`config.mk`:
```
export PLATFORM = sky130hd
export DESIGN_NAME = count_cycle_monitor
export DESIGN_NICKNAME = d
export VERILOG_FILES = /design/src/rtl/count_cycle_monitor.sv
export SDC_FILE = /design/constraint.sdc
export NUM_CORES = 1
export LEC_CHECK = 0
export CORE_MARGIN = 4
export CORE_UTILIZATION = 40
export CTS_BUF_LIST = sky130_fd_sc_hd__clkbuf_8
export DETAILED_ROUTE_END_ITERATION = 10
export REMOVE_ABC_BUFFERS = 1
export SYNTH_ARGS = -nofsm -noshare
export SYNTH_HDL_FRONTEND = slang
export SYNTH_SLANG_ARGS = --single-unit
```
`constraint.sdc`:
```
create_clock -name clock -period 2.7 [get_ports clock]
set_input_delay 0.81 -clock clock [delete_from_list [all_inputs] [get_ports clock]]
set_output_delay 0.81 -clock clock [all_outputs]
set_load 0.005 [all_outputs]
```
`src/rtl/count_cycle_monitor.sv`:
```
// count_cycle_monitor: measures pass count and period of the mode-controlled counter, flags stalls and mode changes
module count_cycle_monitor #(
    parameter int STALL_LIMIT = 8,
    parameter int CYC_W = 8
) (
    input  logic             clock,
    input  logic             reset,
    input  logic             A,
    input  logic             B,
    input  logic             C,
    input  logic             D,
    input  logic             Y,
    input  logic             clear,
    output logic [CYC_W-1:0] cycles,
    output logic [7:0]       period,
    output logic             period_valid,
    output logic             wrap,
    output logic             stall,
    output logic             mode_change
);
    typedef enum logic [1:0] {INIT, ARM, RUN, STALL} state_t;

    state_t     state;
    logic [3:0] anchor, prev, cur;
    logic       y_q;
    logic [7:0] pcnt, idle, pcnt_inc, idle_inc;
    logic       same, counted, stall_hit;

    assign cur       = {A, B, C, D};
    assign same      = cur == prev;
    assign counted   = (state == RUN || state == STALL) && cur == anchor && prev != anchor;
    assign pcnt_inc  = (pcnt == 8'hff) ? pcnt : pcnt + 8'd1;
    assign idle_inc  = (idle == 8'hff) ? idle : idle + 8'd1;
    assign stall_hit = same && ({1'b0, idle} + 9'd1 == 9'(STALL_LIMIT));

    // clear beats a mode change, which beats the normal tracking FSM
    always_ff @(posedge clock or negedge reset) begin
        if (!reset) begin
            state        <= INIT;
            anchor       <= 4'd0;
            prev         <= 4'd0;
            y_q          <= 1'b0;
            pcnt         <= 8'd0;
            idle         <= 8'd0;
            cycles       <= '0;
            period       <= 8'd0;
            period_valid <= 1'b0;
            wrap         <= 1'b0;
            stall        <= 1'b0;
            mode_change  <= 1'b0;
        end else begin
            prev        <= cur;
            wrap        <= 1'b0;
            mode_change <= 1'b0;
            if (clear) begin
                cycles       <= '0;
                period       <= 8'd0;
                period_valid <= 1'b0;
                stall        <= 1'b0;
                pcnt         <= 8'd0;
                idle         <= 8'd0;
                state        <= INIT;
                y_q          <= Y;
            end else if (Y != y_q) begin
                mode_change  <= 1'b1;
                y_q          <= Y;
                anchor       <= cur;
                pcnt         <= 8'd0;
                idle         <= 8'd0;
                period_valid <= 1'b0;
                stall        <= 1'b0;
                state        <= ARM;
            end else begin
                case (state)
                    INIT: begin
                        anchor <= cur;
                        pcnt   <= 8'd0;
                        y_q    <= Y;
                        state  <= ARM;
                    end
                    ARM, RUN: begin
                        pcnt <= counted ? 8'd0 : pcnt_inc;
                        idle <= same ? idle_inc : 8'd0;
                        if (stall_hit) begin
                            stall <= 1'b1;
                            state <= STALL;
                        end else if (!same) begin
                            state <= RUN;
                        end
                    end
                    default: begin
                        pcnt <= counted ? 8'd0 : pcnt_inc;
                        if (!same) begin
                            stall <= 1'b0;
                            idle  <= 8'd0;
                            state <= RUN;
                        end
                    end
                endcase
                if (counted) begin
                    wrap         <= 1'b1;
                    cycles       <= cycles + CYC_W'(1);
                    period       <= pcnt_inc;
                    period_valid <= 1'b1;
                end
            end
        end
    end
endmodule

```
## Yosys cells after proc, flatten, opt, wreduce, memory -nomap -nowiden

Index checks and enable logic that the tools add are counted.

| storage, ports and cells | value |
|---|---|
| register bits | 47 |
| input bits | 8 |
| output and inout bits | 20 |

| operators by class | value |
|---|---|
| add/subtract/negate cells | 4 |
| equality and inequality tests | 15 |
| mux-type cells | 40 |
| bitwise logic cells | 1 |
| reductions and logical operators | 14 |

Operators by type and width:

| kind | number |
|---|---|
| $mux 8 | 16 |
| $add 8x1->8 const B | 3 |
| $eq 8x8->1 const B | 2 |
| $pmux 8 s2 | 1 |
| $mux 1 | 15 |
| $add 8x1->9 const B | 1 |
| $eq 9x4->1 const B | 1 |
| $eq 4x4->1 | 2 |
| $mux 2 | 4 |
| $mux 4 | 2 |
| $reduce_and 3->1 | 2 |
| $reduce_bool 3->1 | 2 |
| $eq 2x2->1 const B | 2 |
| $ne 4x2->1 const B | 1 |
| $ne 4x3->1 const B | 1 |
| $ne 4x4->1 | 1 |
| $ne 4x4->1 const B | 1 |
| $pmux 2 s2 | 1 |
| $reduce_and 2->1 | 2 |
| $reduce_bool 2->1 | 2 |
| $logic_and 1x1->1 | 3 |
| $ne 3x3->1 const B | 1 |
| $eq 2x1->1 const B | 1 |
| $logic_not 2->1 | 1 |
| other kinds (6) | 6 |

## Longest topological paths before layout

| logic depth | value |
|---|---|
| word-level depth | 8 |
| gate-level depth with buffers | 8 |
| mapped depth without buffers | 7 |

## Least setup slack after synthesis

Ideal clock, no wire load.

| path | value |
|---|---|
| path kind | in2reg |
| start | input A |
| end | register state[1] |
| setup time | 0.082 ns |
| arrival time | 2.215 ns |
| required time | 2.618 ns |
| slack | 0.403 ns |
| cell stages on the path | 5 |
| cells stage by stage | xor2_1 > nor4_4 > nand3_1 > or4_1 > a31oi_1 |

| on the way | value |
|---|---|
| cells in the longest elaborated chain, start to end | 6 |
| elaborated cells on any way between the ends | 7 |

Ends and longest elaborated chain:

| item | line | source |
|---|---|---|
| from (decl) | 8 | `input logic A,` |
| $eq 4x4->1 * | 30 | `assign same = cur == prev;` |
| $mux 2 / $logic_and 1x1->1 (equally long branches) | n/a |  |
| $mux 2 | 84 | `if (stall_hit) begin` |
| $pmux 2 s2 * | 74 | `case (state)` |
| $mux 2 * | 64 | `end else if (Y != y_q) begin` |
| $mux 2 * | 55 | `if (clear) begin` |
| to (signal assigned) | 79 | `state <= ARM;` |
| to (signal assigned) | 86 | `state <= STALL;` |
| to (signal assigned) | 88 | `state <= RUN;` |
| to (decl) | 23 | `state_t state;` |

Every way passes the cells marked *; elsewhere a longest branch is shown, timed or not.
A chain may end at the register's enable or synchronous reset.

## Worst setup path in the final report

| path | value |
|---|---|
| start | input A |
| end | register cycles[5] |

| on the way | value |
|---|---|
| cells in the longest elaborated chain, start to end | 5 |

Ends and longest elaborated chain:

| item | line | source |
|---|---|---|
| $eq 4x4->1 | 31 | `assign counted = (state == RUN \|\| state == STALL) && cur == anchor && prev != anchor;` |
| $logic_and 1x1->1 (2 in series) | 31 |  |
| $reduce_bool 2->1 (no source line) | n/a |  |
| $reduce_and 2->1 (no source line) | n/a |  |
| to (signal assigned) | 102 | `cycles <= cycles + CYC_W'(1);` |
| to (decl) | 14 | `output logic [CYC_W-1:0] cycles,` |

Every way passes these cells.

==> impl_metrics.env <==
export IMPL_layout_nets=289
export IMPL_ys_warn_count=0
export IMPL_clk_pin_slew_ns=0.08
export IMPL_cts_sinks=47
export IMPL_synthCells=232
export IMPL_netlist_area_leader_share=0.494
export IMPL_finClkSkew_ns=0.00718
export IMPL_critPathBufInv=1
export IMPL_clock_latency_ns=0.30
export IMPL_rsz0062_at_grt="no"
export IMPL_rows=27
export IMPL_regToRegSetupSlack_ns=0.45
export IMPL_antenna_found_initial=0
export IMPL_grt_pass1_vias=1810
export IMPL_cp_max_fo=6
export IMPL_synthArstFlopShare=1.00
export IMPL_worst_setup_path_end_kind="flip-flop"
export IMPL_die_height_um=85.1
export IMPL_wl_mm=4.89
export IMPL_synth_edf_count=0
export IMPL_grt_pass1_wl_mm=8.36
export IMPL_synth_area_top_cells="dfrtp_1 49%, xor2_1 4.1%, ha_1 3.7%"
export IMPL_worst_pin_slew_ns=0.646
export IMPL_hold_slack_ns=0.464
export IMPL_finalCritPeriodShare=0.961
export IMPL_drv_cap=0
export IMPL_drc=0
export IMPL_vias=1845
export IMPL_m1WireLength_mm=2.36
export IMPL_slowest_delay_ns=0.58
export IMPL_leakage_nw=1.23
export IMPL_hold_path_class="in2async"
export IMPL_overflow=0
export IMPL_multi_input_area_mm2=0.00114
export IMPL_cts_setup_buffers=0
export IMPL_clock_root_buffer="clkbuf_8"
export IMPL_slew_viol_final=0
export IMPL_synth_seq_area_share=0.494
export IMPL_htreeDepth=2
export IMPL_place_gp_congestion=0.767
export IMPL_numCtsBuffers=5
export IMPL_synth_area_mm2=0.00238
export IMPL_ir_drop_mv=0.346
export IMPL_required_ns=2.93
export IMPL_nFillCells=529
export IMPL_regArea_mm2=0.00118
export IMPL_cts_tree="built"
export IMPL_crit_family="simple AND/OR/NAND/NOR gates"
export IMPL_finalHoldViolations=0
export IMPL_synth_largest_area_cell="dfrtp_1"
export IMPL_initial_core_util=0.422
export IMPL_num_io_pins=28
export IMPL_wl_met3_um=207
export IMPL_viasPerCell=5.35
export IMPL_first_pass_iters=4
export IMPL_outcome="finished clean"
export IMPL_relSlewSlack=0.566
export IMPL_critical_path_class="in2reg"
export IMPL_port_buffers=27
export IMPL_avgSynthCellArea_um2=10.3
export IMPL_clock_path_buffers=2
export IMPL_synthTopCellsByCount="47 x dfrtp_1, 18 x nor2_1, 15 x nand2_1, 14 x nand3_1, 12 x o21ai_0"
export IMPL_highest_layer="met4"
export IMPL_hpwl_mm=3.63
export IMPL_antenna_left=0
export IMPL_yosysMostFrequentCell="dfrtp_1"
export IMPL_max_freq_ghz=0.385
export IMPL_dr_first_iter_drc_count=62
export IMPL_setup_viol=0
export IMPL_area_delta_synth_final_pct=22.4
export IMPL_worstPathArrival_ns=2.82
export IMPL_ys_types=42
export IMPL_hold_buffers=0
export IMPL_coreArea_mm2=0.00564
export IMPL_insertedDiodeCount=0
export IMPL_ys_seq_elements=47
export IMPL_ys_flop_type="dfrtp_1"
export IMPL_die_area_mm2=0.00724
export IMPL_power_density_mw_per_mm2=452
export IMPL_grtUsageTotal=0.145
export IMPL_die_x_um=85.1
export IMPL_avgRoutedWirePerCell_um=14.2
export IMPL_cp_start_kind="input pin"
export IMPL_wl_met2_mm=2.24
export IMPL_min_period_ns=2.60
export IMPL_drive_gt1_frac=0.121
export IMPL_grt_max_degree=29
export IMPL_cp_slowest_cell="or4_4"
export IMPL_post_cts_resized=0
export IMPL_power_total_mw=1.32
export IMPL_path_cells="clkdlybuf4s50_1 > xnor2_1 > o21ai_0 > or4_4 > or4_1 > a21oi_1"
[routing by layer]
| layer | GRT usage | up-vias |
|---|---|---|
| met5 | 0 | - |
| met4 | 0.0518 | 0 |
| met3 | 0.0350 | 7 |
| met2 | 0.232 | 40 |
| met1 | 0.190 | 873 |
| li1 | - | 925 |
[stage by stage]
step	TNS (ns)	setup WS [ns]	util	cells	area, µm²
6_report	0	0.105	0.516	345	2910
5_1_grt	0	0.0379	0.516	345	2910
4_1_cts	0	0.101	0.516	345	2910
3_5_place_dp	-1.21	-0.221	0.503	339	2840
3_3_place_gp	-0.975	-0.198	0.503	339	2840
2_1_floorplan	0	0.403	-	224	2350
[cell usage in the layout (no fill, tap or decap), types with 4 or more instances in the layout]
cell and n:
or3_1 5, a21oi_1 11, ha_1 7, or4_1 5
a31oi_1 6, a2bb2o_1 4, nor2_1 18, dfrtp_1 47
o21ai_0 12, clkbuf_8 5, mux2i_1 4, inv_1 7
nand2_1 15, nor3_1 5, clkdlybuf4s50_1 26, buf_4 15
mux2_2 5, nand3_1 14, o31ai_1 4, nand4_1 6
xnor2_1 7, xor2_1 11
[worst register-to-register path, stage by stage, from the launching register on]
cell	delay (ns)
dfrtp_1	0.41
xor2_1	0.17
nor4_1	0.60
nor3_1	0.16
buf_4	0.18
nand2_1	0.22
inv_1	0.14
mux2_2	0.27
[final timing paths]
kind / start / endpoint / cells after the start
worst max-delay path: A / cycles[5]$_DFFE_PN0P_ / 6
worst min-delay path: reset / anchor[0]$_DFFE_PN0P_ / 1
worst max register to register: prev[1]$_DFF_PN0_ / cycles[0]$_DFFE_PN0P_ / 7
worst min register to register: period[0]$_DFFE_PN0P_ / period[0]$_DFFE_PN0P_ / 1
max in group asynchronous: reset / y_q$_DFFE_PN0P_ / 2
min in group clock: period[0]$_DFFE_PN0P_ / period[0]$_DFFE_PN0P_ / 1
[cell type report]
class | count | area share
well taps | 72 | 0.0309
clock inverters | 1 | 0.00258
inverters | 7 | 0.00902
flip-flops and latches | 47 | 0.404
repair buffers | 43 | 0.137
clock buffers | 5 | 0.0236
multi-input cells | 170 | 0.393
[where the power goes]
part	leakage (nW)	switching (mW)	internal, mW
combinational	0.566	0.0972	0.0796
clock	0.0361	0.227	0.172
sequential	0.632	0.0178	0.723
[registers in the layout, summed over array words and instances, names as in the netlist]
name,count
period,8
anchor,4
y_q,1
wrap,1
stall,1
idle,8
prev,4
state,2
pcnt,8
period_valid,1
mode_change,1
cycles,8
[cells by family after synthesis]
| family | share of synthesized area |
|---|---|
| flops | 0.494 |
| compound gates | 0.154 |
| xor+xnor | 0.0663 |
| buf+inv | 0.0242 |
| simple gates | 0.184 |
| fa+ha+maj | 0.0368 |
| mux | 0.0405 |
No activity file was read; power rests on OpenSTA's default activity.
